===== src/rtl/output_arbiter.sv =====
// -----------------------------------------------------------------------------
// output_arbiter
//
// Per-output round-robin arbiter for a flit-switched router. Several input
// ports compete for one downstream FIFO. Once a port wins, the output stays
// locked to it until a whole packet (packet_flits flits) has been written.
// A full downstream FIFO only pauses the packet.
//
// Parameters
//   flit_size    : bits per flit
//   num_ports    : number of requesting input ports
//   packet_flits : flits per packet
//
// Ports
//   clk        : clock, all state updates on the rising edge
//   reset      : asynchronous, active-high reset
//   req        : bit i = port i requests this output
//   flits_in   : port i flit on bits [flit_size*i +: flit_size]
//   dest_full  : downstream FIFO full
//   grant      : registered one-hot grant, all-zero when idle
//   stall      : per-port hold-off back to the input ports
//   flit_out   : flit forwarded downstream (granted port's flit)
//   write_out  : downstream FIFO write enable
//   busy       : high while a packet is locked to a port
// -----------------------------------------------------------------------------
module output_arbiter #(
  parameter int flit_size    = 4,
  parameter int num_ports    = 5,
  parameter int packet_flits = 8
) (
  input  logic                           clk,
  input  logic                           reset,
  input  logic [num_ports-1:0]           req,
  input  logic [num_ports*flit_size-1:0] flits_in,
  input  logic                           dest_full,
  output logic [num_ports-1:0]           grant,
  output logic [num_ports-1:0]           stall,
  output logic [flit_size-1:0]           flit_out,
  output logic                           write_out,
  output logic                           busy
);

  localparam int IDX_W = (num_ports > 1) ? $clog2(num_ports) : 1;
  localparam int CNT_W = (packet_flits > 1) ? $clog2(packet_flits) : 1;
  localparam logic [CNT_W-1:0] LAST_FLIT    = CNT_W'(packet_flits - 1);
  localparam logic [IDX_W-1:0] LAST_PORT_RST = IDX_W'(num_ports - 1);

  typedef enum logic {
    IDLE = 1'b0,
    XFER = 1'b1
  } state_t;

  state_t               state;
  state_t               state_next;
  logic [CNT_W-1:0]     flit_cnt;
  logic [IDX_W-1:0]     last_granted;
  logic [IDX_W-1:0]     rr_idx;
  logic [num_ports-1:0] rr_onehot;
  logic [IDX_W-1:0]     grant_idx;
  logic                 xfer_wr;
  logic                 pkt_last_wr;

  // Round-robin search: the port after the last winner has top priority,
  // wrapping from num_ports-1 back to 0. The last winner itself is checked
  // last, so a lone requester can be granted back-to-back.
  function automatic logic [IDX_W-1:0] rr_pick(
    input logic [num_ports-1:0] r,
    input logic [IDX_W-1:0]     last
  );
    logic [IDX_W-1:0] pick;
    logic             found;
    int               idx;
    pick  = '0;
    found = 1'b0;
    for (int k = 1; k <= num_ports; k++) begin
      idx = (int'(last) + k) % num_ports;
      if (!found && r[IDX_W'(idx)]) begin
        found = 1'b1;
        pick  = IDX_W'(idx);
      end
    end
    return pick;
  endfunction

  // Index of the currently granted port (grant is one-hot or zero).
  function automatic logic [IDX_W-1:0] onehot_to_idx(
    input logic [num_ports-1:0] oh
  );
    logic [IDX_W-1:0] idx;
    idx = '0;
    for (int i = 0; i < num_ports; i++) begin
      if (oh[i]) begin
        idx = idx | IDX_W'(i);
      end
    end
    return idx;
  endfunction

  always_comb begin
    rr_idx = rr_pick(req, last_granted);
    for (int i = 0; i < num_ports; i++) begin
      rr_onehot[i] = (IDX_W'(i) == rr_idx);
    end
  end

  assign grant_idx   = onehot_to_idx(grant);
  assign xfer_wr     = (state == XFER) && !dest_full;
  assign pkt_last_wr = xfer_wr && (flit_cnt == LAST_FLIT);

  // ---- FSM state register ----
  always_ff @(posedge clk or posedge reset) begin
    if (reset) begin
      state <= IDLE;
    end else begin
      state <= state_next;
    end
  end

  // ---- FSM next-state logic ----
  always_comb begin
    state_next = state;
    case (state)
      IDLE: begin
        if (|req) begin
          state_next = XFER;
        end
      end
      XFER: begin
        if (pkt_last_wr) begin
          state_next = IDLE;
        end
      end
    endcase
  end

  // ---- FSM outputs ----
  // Grant is the only selector for flit_out; an all-zero grant yields a zero
  // flit. stall holds back losers and, while the FIFO is full, the winner.
  always_comb begin
    write_out = xfer_wr;
    busy      = (state == XFER);
    stall     = (req & ~grant) | (grant & {num_ports{dest_full}});
    flit_out  = '0;
    for (int i = 0; i < num_ports; i++) begin
      if (grant[i]) begin
        flit_out = flit_out | flits_in[i*flit_size +: flit_size];
      end
    end
  end

  // ---- grant / flit counter / round-robin pointer ----
  // Grant is loaded only from IDLE, so req changes during XFER are ignored.
  // The counter only moves on an actual write, so a full FIFO freezes it.
  always_ff @(posedge clk or posedge reset) begin
    if (reset) begin
      grant        <= '0;
      flit_cnt     <= '0;
      last_granted <= LAST_PORT_RST;
    end else begin
      case (state)
        IDLE: begin
          flit_cnt <= '0;
          if (|req) begin
            grant <= rr_onehot;
          end
        end
        XFER: begin
          if (pkt_last_wr) begin
            grant        <= '0;
            flit_cnt     <= '0;
            last_granted <= grant_idx;
          end else if (xfer_wr) begin
            flit_cnt <= flit_cnt + 1'b1;
          end
        end
      endcase
    end
  end

endmodule


===== config.mk =====
export PLATFORM = sky130hd
export DESIGN_NAME = output_arbiter
export DESIGN_NICKNAME = d
export VERILOG_FILES = /design/src/rtl/output_arbiter.sv
export SDC_FILE = /design/constraint.sdc
export NUM_CORES = 1
export LEC_CHECK = 0
export CORE_MARGIN = 1
export CORE_UTILIZATION = 50
export CTS_CLUSTER_DIAMETER = 30
export DETAILED_ROUTE_END_ITERATION = 16
export GPL_ROUTABILITY_DRIVEN = 0
export GPL_TIMING_DRIVEN = 0
export HOLD_SLACK_MARGIN = 0.1
export PLACE_DENSITY = 0.77
export REMOVE_ABC_BUFFERS = 1
export SYNTH_ARGS = -nofsm -noshare
export SYNTH_HDL_FRONTEND = slang
export SYNTH_SLANG_ARGS = --single-unit

===== constraint.sdc =====
create_clock -name clk -period 4.83 [get_ports clk]
set_input_delay 0.7245 -clock clk [delete_from_list [all_inputs] [get_ports clk]]
set_output_delay 0.7245 -clock clk [all_outputs]
set_load 0.1 [all_outputs]

==> out/results.md, run 1 <==
| Stage | Quantity | This run |
|---|---|---|
| sta | Total of endpoints with negative setup slack in the final report | 0 |
| sta | Tcrit/Tclk final | 94.8% |
| sta | Time the worst path needs with I/O delays and setup | 4580 ps |
| sta | Hold violation total from the final report | 0 |
| yosys | Xor and xnor fraction of the mapped netlist area | 4.06% |
| yosys | Sequential fraction of the synthesis area | 10.9% |
| clock network | TritonCTS clock tree | yes |
| yosys | Prevailing post-synth register cell | sky130_fd_sc_hd__dfrtp_1 |
| setup path | Critical path startpoint category | register |
| clock network | # H-tree levels | 1 |
| sta | Fmax | 218 MHz |
| layout | Total inserted antenna cells | 0 |
| min path | Class of the most critical hold timing path | reg -> reg |
| floorplanning | Die Wd | 76.5 um |
| setup path | Type of the worst setup path | reg -> reg |
| place | Place WS | -1340 ps |
| yosys | Main combinational cell family by area after synthesis | compound AO/OA/AOI/OAI gates |
| clock network | Clock insertion delay at the later pin of the skew report | 240 ps |
| outcome | Status | complete, no violations |
| detailed routing | Total wire length | 7290 um |
| place | Final HPWL from detailed placement | 5290 um |
| layout | Area added between synthesis and finish | 21.5% |
| yosys | Ys async rst share | 100% |
| yosys | Share of the synthesized area in compound gates (AO/OA/AOI/OAI) | 32.7% |
| detailed routing | Number of DRC markers after the initial detailed-route iteration | 275 |
| yosys | Adder-cell area share of the yosys netlist | 11.7% |
| floorplanning | Y dimension of the die | 76.5 um |
| global route | Initial antenna violation count | 0 |
| clock network | CTS clock-pin slew for the worst setup and hold paths | 50 ps |
| detailed routing | WL/cell | 16.6 um |
| setup path | Critical path endpoint category | register |
| yosys | Synthesized area divided by synthesized cell count | 8.41 um^2 |
| clock network | Clk sink count | 12 |
| setup path | Reg2Reg Depth | 17 |
| setup path | Launch point of the critical path | last_granted[0] |
| detailed routing | DRC Markers | 0 |
| clock network | Number of buffers between clock root and the deepest sink | 2 |
| yosys | Synthesis-stage register bit count | 12 |
| layout | Share of post-route cells with drive strength above 1 | 19.8% |
| floorplanning | Total die area | 0.00585 mm^2 |
| setup path | Endpoint of the worst-slack reg-to-reg timing path | grant[3] |
| layout | Net count of the finished layout | 423 |
| setup path | CP Data Required Time | 4960 ps |
| yosys | Share of cell area taken by muxes after synthesis | 11.1% |
| yosys | Mapped Area | 0.00278 mm^2 |
| yosys | Share of synthesized cell area in and, or, nand and nor gates | 22.3% |
| job | Max-capacitance violation count | 0 |
| yosys | Top area cells in the synthesized netlist | sky130_fd_sc_hd__ha_1 12%, sky130_fd_sc_hd__dfrtp_1 9.9%, sky130_fd_sc_hd__mux2i_1 5.0% |
| detailed routing | First-pass iteration count of the detailed router | 6 |
| yosys | Yosys synthesis warning count | 0 |
| sta | Least setup slack across all paths after layout | 251 ps |
| setup path | Slowest cell on the critical path | sky130_fd_sc_hd__dfrtp_4 |
| floorplanning | Starting density of the core | 53.0% |
| setup path | Critical Path Fanout Max | 12 |
| floorplanning | Ports | 44 |
| floorplanning | Standard cell core area | 0.00524 mm^2 |
| setup path | Data arrival, critical path | 4710 ps |
| floorplanning | Number of standard-cell rows in the floorplan | 26 |
| yosys | Number of synthesized flops with an enable pin | 0 |
| detailed routing | Vias after detailed routing | 2798 |
| setup path | Crit path cell chain | ha_4, xnor2_4, inv_2, ha_2, nor4b_2, or3_1, xnor2_4, ha_2, or2b_2, a2bb2oi_4, and2_1, a311o_1, o211ai_4, or4_4, a21oi_2, a211oi_2, a32o_1 |
| sta | Max transition margin | 33.1% |
| yosys | Fraction of post-synthesis cell area in the top cell type by area | 11.7% |
| place | Number of buffers added on ports | 43 |
| detailed routing | Via/cell ratio | 6.39 |
| clock network | Clock tree root driver cell | sky130_fd_sc_hd__clkbuf_8 |
| yosys | Gate count after technology mapping | 330 |
| setup path | CP max stage delay | 590 ps |
| global route | Total GRT Usage | 25.3% |
| yosys | Library cells used by synthesis | 91 |
| global route | Wire length of the first global-routing pass | 12400 um |
| detailed routing | Remaining antenna violation count | 0 |
| setup path | Reg-to-reg startpoint | last_granted[0] |
| sta | Number of slew-limit violations in the final report | 0 |
| global route | Grt total ovfl | 0 |
| setup path | Critical Path Sink | grant[3] |
| layout | Filler instances | 448 |
| global route | Largest net degree at the start of global routing | 23 |
| sta | Actual transition at the worst max-transition pin | 1000 ps |
| clock network | TritonCTS Buffers | 3 |
| sta | Fin Clk Skew | 7.97 ps |
| global route | Vias in the first global route | 2698 |
| setup path | Slack of the worst reg-to-reg path | 250 ps |
| yosys | Area leader, netlist | sky130_fd_sc_hd__ha_1 |
-- kinds of logic (layout without fill, tap and decap cells) --
family          after synthesis  count (layout)
compound gates              111             111
xor+xnor                      9               9
fa+ha+maj                    26              26
buf+inv                      38              76
flops                        12              12
mux                          28              28
simple gates                106             106
-- stage by stage --
stage               area [um^2]  hold WS, ps  cells  setup TNS, ps  util [%]
floorplan                  2640          489    309          -1800         -
global placement           3160          511    422          -5600      60.3
detailed placement         3160          536    422          -6250      60.3
global route               3370          583    438          -19.7      64.4
finish                     3370          532    438              0      64.4
CTS                        3250          546    428              0      62.1
-- layer usage --
layer,global-route usage [%],up-vias,part of all wire (%)
met3,3.23,15,7.3
met5,0,-,0
li1,-,1346,-
met1,34.1,1330,44
met4,5.58,0,0.99
met2,42.8,107,48
-- state kept, by name, indices dropped and copies added (netlist names) --
name and flops:
busy 1, grant 5, last_granted 3, flit_cnt 3
-- timing repair --
item / in CTS / in global routing
setup endpoints to repair: 5 / 5
gates resized for setup: 7 / 10
hold buffers: 0 / 0
buffers inserted: 2 / 10
pin swaps: 1 / 2
-- synth_stat cells, drive strengths merged, types with 3 or more instances --
cell type and instances:
o211ai 7, nor4b 4, o31ai 4, mux2 13, and2 6, buf 8
a2111oi 3, nand4b 3, nand3 8, a222oi 4, or4 3, mux2i 14
nand2b 3, a31oi 3, a211oi 3, nor2b 5, ha 26, a22oi 8
clkbuf 13, nor3 7, inv 16, o22a 4, a21oi 22, nor3b 4
nor2 16, dfrtp 11, o21ai 22, nor4 3, nand2 31, a211o 3
o211a 3, xnor2 7
-- worst min path at each step --
stage,cells past startpoint,end,start
final,2,flit_cnt[1],flit_cnt[1]
after global routing,1,busy,busy
after CTS,2,flit_cnt[1],flit_cnt[1]
after detailed placement,2,flit_cnt[1],flit_cnt[1]
after global placement,2,flit_cnt[1],flit_cnt[1]
after floorplan,2,flit_cnt[2],flit_cnt[2]
-- critical path: cells and delay by family, from the launching register on --
family,cells,cell delay [ps]
flops,1,590
xor+xnor,2,410
simple gates,5,1530
buf+inv,1,140
fa+ha+maj,3,730
compound gates,6,1040
-- final cells by class --
type	count	area, um^2	share of cell area, %
Clock buffer	4	45.0	1.34
Inverter	17	68.8	2.04
Multi-Input combinational cell	280	2340	69.3
Sequential cell	12	307	9.09
Tap cell	70	87.6	2.60
Timing Repair Buffer	55	528	15.7
-- cell usage in the layout, fill, tap and decap left out, types with 3 or more instances in the layout --
master                            count
sky130_fd_sc_hd__a21oi_1             15
sky130_fd_sc_hd__a21oi_2              5
sky130_fd_sc_hd__a222oi_1             4
sky130_fd_sc_hd__a22oi_1              8
sky130_fd_sc_hd__a31oi_1              3
sky130_fd_sc_hd__and2_1               6
sky130_fd_sc_hd__buf_4               10
sky130_fd_sc_hd__clkbuf_8             3
sky130_fd_sc_hd__clkdlybuf4s50_1     43
sky130_fd_sc_hd__dfrtp_1              9
sky130_fd_sc_hd__ha_1                22
sky130_fd_sc_hd__inv_1               13
sky130_fd_sc_hd__mux2_2              11
sky130_fd_sc_hd__mux2i_1             14
sky130_fd_sc_hd__nand2_1             29
sky130_fd_sc_hd__nand2b_1             3
sky130_fd_sc_hd__nand3_1              7
sky130_fd_sc_hd__nand4b_1             3
sky130_fd_sc_hd__nor2_1              16
sky130_fd_sc_hd__nor2b_1              4
sky130_fd_sc_hd__nor3_1               6
sky130_fd_sc_hd__nor3b_1              4
sky130_fd_sc_hd__nor4_1               3
sky130_fd_sc_hd__o211a_1              3
sky130_fd_sc_hd__o211ai_1             5
sky130_fd_sc_hd__o21ai_0             15
sky130_fd_sc_hd__o21ai_1              6
sky130_fd_sc_hd__o22a_1               3
sky130_fd_sc_hd__o31ai_1              4
sky130_fd_sc_hd__xnor2_1              5
Power of run 1 is left out: the tool's default activity adds up to more than one toggle a clock period on the data nets, which glitch-free logic cannot reach.
==> inputs of run 2 (changes only) <==
--- a/config.mk
+++ b/config.mk
@@ -5,7 +5,7 @@
 export SDC_FILE = /design/constraint.sdc
 export NUM_CORES = 1
 export LEC_CHECK = 0
-export CORE_MARGIN = 1
+export CORE_MARGIN = 3
 export CORE_UTILIZATION = 50
 export CTS_CLUSTER_DIAMETER = 30
 export DETAILED_ROUTE_END_ITERATION = 16
==> run 2 against run 1 <==
Net effect:
- fmax grew 2.4%
- sequential share of layout area grew 0.23 points
- critical endpoint is now grant[1]
- global-route usage shrank 1.9 points
- routed wire length grew 4.6%
==> out/results.md, run 2 (synthesis results as in run 1) <==
| Stage | Quantity | This run | vs previous |
|---|---|---|---|
| outcome | Status | complete, no violations |  |
| floorplanning | Y dimension of the die | 80.5 um | +5.2% |
| floorplanning | Standard cell core area | 0.00524 mm^2 | unchanged |
| global route | Wire length of the first global-routing pass | 12300 um | -0.89% |
| setup path | Critical Path Fanout Max | 9 | -3 |
| sta | Total of endpoints with negative setup slack in the final report | 0 | unchanged |
| floorplanning | Total die area | 0.00648 mm^2 | +11% |
| clock network | Clk sink count | 12 | unchanged |
| detailed routing | Total wire length | 7620 um | +4.6% |
| setup path | Critical path startpoint category | register |  |
| sta | Max transition margin | 33.1% | about the same |
| layout | Filler-free cell count of the finished design | 432 | -1.4% |
| sta | Fin Clk Skew | 2.12 ps | -5.85 ps |
| clock network | TritonCTS clock tree | yes |  |
| setup path | Slowest cell on the critical path | sky130_fd_sc_hd__dfrtp_4 |  |
| setup path | Data arrival, critical path | 4590 ps | -120 ps |
| job | Max-capacitance violation count | 0 | unchanged |
| setup path | Largest delay share family, worst path | simple AND/OR/NAND/NOR gates |  |
| setup path | Crit path cell chain | ha_4, xnor2_4, inv_2, ha_1, nor4b_2, or3_4, xnor2_4, ha_1, or2b_2, a2bb2oi_4, and2_1, a311o_1, o211ai_4, or4_4, a21oi_2, a211oi_2, a32o_1 |  |
| sta | Fmax | 224 MHz | +2.4% |
| place | Final HPWL from detailed placement | 5580 um | +5.6% |
| setup path | CP Data Required Time | 4950 ps | about the same |
| clock network | CTS clock-pin slew for the worst setup and hold paths | 50 ps | about the same |
| clock network | # H-tree levels | 1 | unchanged |
| floorplanning | Die Wd | 80.5 um | +5.2% |
| layout | Most flop-heavy register | grant |  |
| global route | Total GRT Usage | 23.4% | -1.9 points |
| sta | Hold violation total from the final report | 0 | unchanged |
| clock network | Clock insertion delay at the later pin of the skew report | 240 ps | about the same |
| place | Number of buffers added on ports | 43 | unchanged |
| layout | Max FFs per register | 5 | unchanged |
| detailed routing | Vias after detailed routing | 2772 | -0.93% |
| layout | Sequential standard cell area | 310 um^2 | +1.2% |
| sta | Time the worst path needs with I/O delays and setup | 4470 ps | -107 ps |
| layout | Filler instances | 452 | +0.89% |
| global route | Initial antenna violation count | 0 | unchanged |
| floorplanning | Ports | 44 | unchanged |
| sta | Actual transition at the worst max-transition pin | 1000 ps | +0.457 ps |
| min path | Class of the most critical hold timing path | reg -> reg |  |
| layout | Area occupied by multi-input gates | 0.00233 mm^2 | -0.43% |
| global route | Largest net degree at the start of global routing | 23 | unchanged |
| layout | Fin util | 63.6% | -0.79 points |
| place | Place WS | -1330 ps | +7.75 ps |
| global route | Grt total ovfl | 0 | unchanged |
| clock network | Clock tree root driver cell | sky130_fd_sc_hd__clkbuf_8 |  |
| layout | Registers with the most flip-flops | grant: 5 flops, flit_cnt: 3 flops, last_granted: 3 flops |  |
| sta | Number of slew-limit violations in the final report | 0 | unchanged |
| layout | Most common cell after layout, fill and taps aside | sky130_fd_sc_hd__clkdlybuf4s50_1 |  |
| clock network | CTS Hold Buffers Added | 0 | unchanged |
| detailed routing | DRC Markers | 0 | unchanged |
| global route | Vias in the first global route | 2546 | -5.6% |
| layout | Area added between synthesis and finish | 20.0% |  |
| setup path | Total buffers and inverters traversed by the critical path | 1 | unchanged |
| detailed routing | Remaining antenna violation count | 0 | unchanged |
| sta | Least setup slack across all paths after layout | 358 ps | +107 ps |
| layout | Final instance area | 0.00333 mm^2 | -1.2% |
| setup path | Type of the worst setup path | reg -> reg |  |
| layout | Most frequent cells in the layout | 43 x sky130_fd_sc_hd__clkdlybuf4s50_1, 29 x sky130_fd_sc_hd__nand2_1, 24 x sky130_fd_sc_hd__ha_1 |  |
| sta | RSZ-0062 raised after global routing | no |  |
| clock network | Number of buffers between clock root and the deepest sink | 2 | unchanged |
| setup path | Critical path endpoint category | register |  |
| detailed routing | Via/cell ratio | 6.42 | +0.45% |
| layout | Total inserted antenna cells | 0 | unchanged |
| place | DP Area | 0.00316 mm^2 | unchanged |
| setup path | CP max stage delay | 530 ps | -60 ps |
| detailed routing | First-pass iteration count of the detailed router | 5 | -1 |
| clock network | TritonCTS Buffers | 3 | unchanged |
| floorplanning | Number of standard-cell rows in the floorplan | 26 | unchanged |
| floorplanning | Starting density of the core | 53.0% | unchanged |
| sta | Tcrit/Tclk final | 92.6% | -2.2 points |
| layout | Share of post-route cells with drive strength above 1 | 18.2% | -1.6 points |
| place | Total placed cells including tap cells | 422 | unchanged |
| layout | Net count of the finished layout | 417 | -1.4% |
| detailed routing | Number of DRC markers after the initial detailed-route iteration | 147 | -47% |
| detailed routing | WL/cell | 17.6 um | +6.0% |
[run 2: cell types whose count changed in the layout (fill, tap and decap cells not counted), sizes merged]
cell,change
buf,-6
[run 2: worst paths after layout]
path / startpoint / end / slack, ps / cells after the start
worst max register to register: last_granted[0] / grant[1] / 360 / 17
worst max-delay path: last_granted[0] / grant[1] / 360 / 17
worst min-delay path: flit_cnt[1] / flit_cnt[1] / 520 / 2
max in group asynchronous: reset / last_granted[0] / 3690 / 2
worst min register to register: flit_cnt[1] / flit_cnt[1] / 520 / 2
min in group asynchronous: reset / grant[2] / 800 / 2
[run 2: worst reg2reg max path, cell delays in order, from the launching register on]
cell	delay [ps]
sky130_fd_sc_hd__dfrtp_4	530
sky130_fd_sc_hd__ha_4	240
sky130_fd_sc_hd__xnor2_4	190
sky130_fd_sc_hd__inv_2	100
sky130_fd_sc_hd__ha_1	230
sky130_fd_sc_hd__nor4b_2	390
sky130_fd_sc_hd__or3_4	230
sky130_fd_sc_hd__xnor2_4	150
sky130_fd_sc_hd__ha_1	220
sky130_fd_sc_hd__or2b_2	330
sky130_fd_sc_hd__a2bb2oi_4	260
sky130_fd_sc_hd__and2_1	180
sky130_fd_sc_hd__a311o_1	220
sky130_fd_sc_hd__o211ai_4	110
sky130_fd_sc_hd__or4_4	500
sky130_fd_sc_hd__a21oi_2	160
sky130_fd_sc_hd__a211oi_2	80
sky130_fd_sc_hd__a32o_1	240
[run 2: area by class of cell]
cell class,instances,area share [%]
Inverter,17,2.07
Timing Repair Buffer,49,14.5
Tap cell,70,2.63
Clock buffer,4,1.65
Multi-Input combinational cell,280,69.8
Sequential cell,12,9.31
[run 2: repair_timing]
item,CTS,global route
setup endpoints to repair,5,4
setup buffers,2,4
pin swaps,1,0
resized for setup,7,8
[run 2: layer usage]
layer	up-vias	track usage, %	wire, um
li1	1336	-	-
met1	1332	32.0	3350
met2	94	39.8	3780
met3	10	2.13	412
met4	0	4.73	87
met5	-	0	0
[run 2: metrics by stage]
step / setup TNS [ps] / hold WS (ps)
6_report: 0 / 523
5_1_grt: 0 / 556
4_1_cts: 0 / 536
3_5_place_dp: -6180 / 524
3_3_place_gp: -5520 / 507
2_1_floorplan: -1800 / 489
Power of run 2 is left out for the same reason.
==> inputs of run 3 (changes only) <==
--- a/config.mk
+++ b/config.mk
@@ -7,6 +7,7 @@
 export LEC_CHECK = 0
 export CORE_MARGIN = 3
 export CORE_UTILIZATION = 50
+export CTS_BUF_LIST = sky130_fd_sc_hd__clkbuf_16
 export CTS_CLUSTER_DIAMETER = 30
 export DETAILED_ROUTE_END_ITERATION = 16
 export GPL_ROUTABILITY_DRIVEN = 0
==> run 3 against run 2 <==
Net effect:
- sequential cell count unchanged
- worst hold slack worse by 0.50 ps
- routed wire length up 0.33%
- global-route usage up 0.12 points
- count of clock-buffer cells in the layout down 1
- largest cell class unchanged
- sequential share of layout area down 0.066 points
- critical path depth unchanged
- worst setup slack better by 0.62 ps
- fmax about the same
- clock skew about the same
- via count about the same
==> out/results.md, run 3 (synthesis results as in run 1) <==
| Stage | Quantity | This run | vs previous |
|---|---|---|---|
| sta | Fin Clk Skew | 1.91 ps | -0.209 ps |
| floorplanning | Ports | 44 | unchanged |
| sta | RSZ-0062 raised after global routing | no |  |
| layout | Max FFs per register | 5 | unchanged |
| global route | Grt total ovfl | 0 | unchanged |
| layout | Most frequent cells in the layout | 43 x sky130_fd_sc_hd__clkdlybuf4s50_1, 29 x sky130_fd_sc_hd__nand2_1, 24 x sky130_fd_sc_hd__ha_1 |  |
| global route | Total GRT Usage | 23.5% | +0.12 points |
| clock network | Clock insertion delay at the later pin of the skew report | 240 ps | about the same |
| place | Place WS | -1330 ps | unchanged |
| job | Max-capacitance violation count | 0 | unchanged |
| detailed routing | DRC Markers | 0 | unchanged |
| sta | Final setup TNS | 0 ps | unchanged |
| clock network | TritonCTS Buffers | 3 | unchanged |
| layout | Registers with the most flip-flops | grant: 5 flops, flit_cnt: 3 flops, last_granted: 3 flops |  |
| min path | Class of the most critical hold timing path | reg -> reg |  |
| sta | Number of slew-limit violations in the final report | 0 | unchanged |
| setup path | Data arrival, critical path | 4600 ps | about the same |
| layout | Most common cell after layout, fill and taps aside | sky130_fd_sc_hd__clkdlybuf4s50_1 |  |
| floorplanning | Number of standard-cell rows in the floorplan | 26 | unchanged |
| sta | Fmax | 224 MHz | about the same |
| layout | Total inserted antenna cells | 0 | unchanged |
| sta | Final-layout worst hold slack | 522 ps | -0.505 ps |
| global route | Largest net degree at the start of global routing | 23 | unchanged |
| setup path | CP Data Required Time | 4950 ps | about the same |
| min path | Endpoint, Worst Hold | flit_cnt[1] |  |
| clock network | Number of buffers between clock root and the deepest sink | 2 | unchanged |
| sta | Time the worst path needs with I/O delays and setup | 4470 ps | -0.615 ps |
| clock network | CTS clock-pin slew for the worst setup and hold paths | 40 ps | about the same |
| sta | Max transition margin | 33.7% | +0.57 points |
| layout | Area added between synthesis and finish | 20.9% |  |
| detailed routing | Via/cell ratio | 6.41 | about the same |
| setup path | Critical path startpoint category | register |  |
| setup path | Reg-to-reg startpoint | last_granted[0] |  |
| sta | Hold violation total from the final report | 0 | unchanged |
| outcome | Status | complete, no violations |  |
| layout | Fin util | 64.1% | +0.45 points |
| floorplanning | Starting density of the core | 53.0% | unchanged |
| detailed routing | WL/cell | 17.7 um | +0.33% |
| setup path | Critical path endpoint category | register |  |
| layout | Net count of the finished layout | 417 | unchanged |
| detailed routing | Vias after detailed routing | 2771 | -0.036% |
| min path | Worst min-delay path startpoint | flit_cnt[1] |  |
| layout | Filler instances | 449 | -0.66% |
| detailed routing | Remaining antenna violation count | 0 | unchanged |
| setup path | Type of the worst setup path | reg -> reg |  |
| global route | Wire length of the first global-routing pass | 12400 um | +0.62% |
| min path | Count of cells along the worst hold path | 2 | unchanged |
| detailed routing | First-pass iteration count of the detailed router | 5 | unchanged |
| place | Number of buffers added on ports | 43 | unchanged |
| sta | Actual transition at the worst max-transition pin | 992 ps | -8.55 ps |
| setup path | Reg2Reg Depth | 17 | unchanged |
| clock network | CTS Hold Buffers Added | 0 | unchanged |
| layout | Share of post-route cells with drive strength above 1 | 18.0% | -0.28 points |
| setup path | Endpoint of the worst-slack reg-to-reg timing path | grant[1] |  |
| sta | Least setup slack across all paths after layout | 358 ps | +0.615 ps |
| sta | Tcrit/Tclk final | 92.6% | about the same |
| global route | Vias in the first global route | 2576 | +1.2% |
| floorplanning | Total die area | 0.00648 mm^2 | unchanged |
| detailed routing | Number of DRC markers after the initial detailed-route iteration | 178 | +21% |
| global route | Initial antenna violation count | 0 | unchanged |
| layout | Most flop-heavy register | grant |  |
| clock network | # H-tree levels | 1 | unchanged |
| clock network | TritonCTS clock tree | yes |  |
| place | Final HPWL from detailed placement | 5580 um | unchanged |
| clock network | Clk sink count | 12 | unchanged |
| sta | Total of endpoints with negative setup slack in the final report | 0 | unchanged |
| floorplanning | Standard cell core area | 0.00524 mm^2 | unchanged |
| floorplanning | Y dimension of the die | 80.5 um | unchanged |
| setup path | Critical Path Fanout Max | 9 | unchanged |
| clock network | Clock tree root driver cell | sky130_fd_sc_hd__clkbuf_16 |  |
| floorplanning | Die Wd | 80.5 um | unchanged |
| detailed routing | Total wire length | 7650 um | +0.33% |
| setup path | Slack of the worst reg-to-reg path | 360 ps | about the same |
[run 3: per-stage QoR]
stage / cell area (um^2) / std cells
floorplan: 2640 / 309
global placement: 3160 / 422
detailed placement: 3160 / 422
CTS: 3290 / 428
global route: 3360 / 432
finish: 3360 / 432
[run 3: repair_timing]
item / CTS / global route
setup buffers: 2 / 4
endpoints found under the setup margin: 5 / 4
resized for setup: 7 / 8
pin swaps: 1 / 0
cloned: 0 / 0
[run 3: worst max-delay path by stage]
stage,from,to,slack (ps),depth (start not counted)
2_1_floorplan,last_granted[0],grant[3],-460,16
3_3_place_gp,last_granted[0],grant[1],-1190,16
3_5_place_dp,last_granted[0],grant[1],-1330,16
4_1_cts,last_granted[0],grant[1],7,16
5_1_grt,last_granted[0],grant[2],60,17
6_report,last_granted[0],grant[1],360,17
[run 3: per-layer routing]
metal | GRT usage (%) | up-vias | part of all wire (%)
met5 | 0 | - | 0
met4 | 4.73 | 0 | 1.1
met3 | 2.24 | 11 | 4.6
met2 | 40.5 | 88 | 50
met1 | 31.8 | 1337 | 45
li1 | - | 1335 | -
[run 3: area by class of cell]
cell class	count	area (um^2)	share of cell area (%)
sequential	12	310	9.25
inverter	17	68.8	2.05
clock inverter	1	3.75	0.112
timing repair buffer	49	483	14.4
tap	70	87.6	2.61
clock buffer	3	75.1	2.24
multi-input combinational	280	2330	69.4
[run 3: worst max-delay path: stages (launching register included)]
cell                        delay, ps
sky130_fd_sc_hd__dfrtp_4          520
sky130_fd_sc_hd__ha_4             240
sky130_fd_sc_hd__xnor2_4          190
sky130_fd_sc_hd__inv_2            100
sky130_fd_sc_hd__ha_1             230
sky130_fd_sc_hd__nor4b_2          390
sky130_fd_sc_hd__or3_4            230
sky130_fd_sc_hd__xnor2_4          150
sky130_fd_sc_hd__ha_1             220
sky130_fd_sc_hd__or2b_2           330
sky130_fd_sc_hd__a2bb2oi_4        260
sky130_fd_sc_hd__and2_1           180
sky130_fd_sc_hd__a311o_1          230
sky130_fd_sc_hd__o211ai_4         110
sky130_fd_sc_hd__or4_4            500
sky130_fd_sc_hd__a21oi_2          160
sky130_fd_sc_hd__a211oi_2          80
sky130_fd_sc_hd__a32o_1           240
Power of run 3 is left out for the same reason.
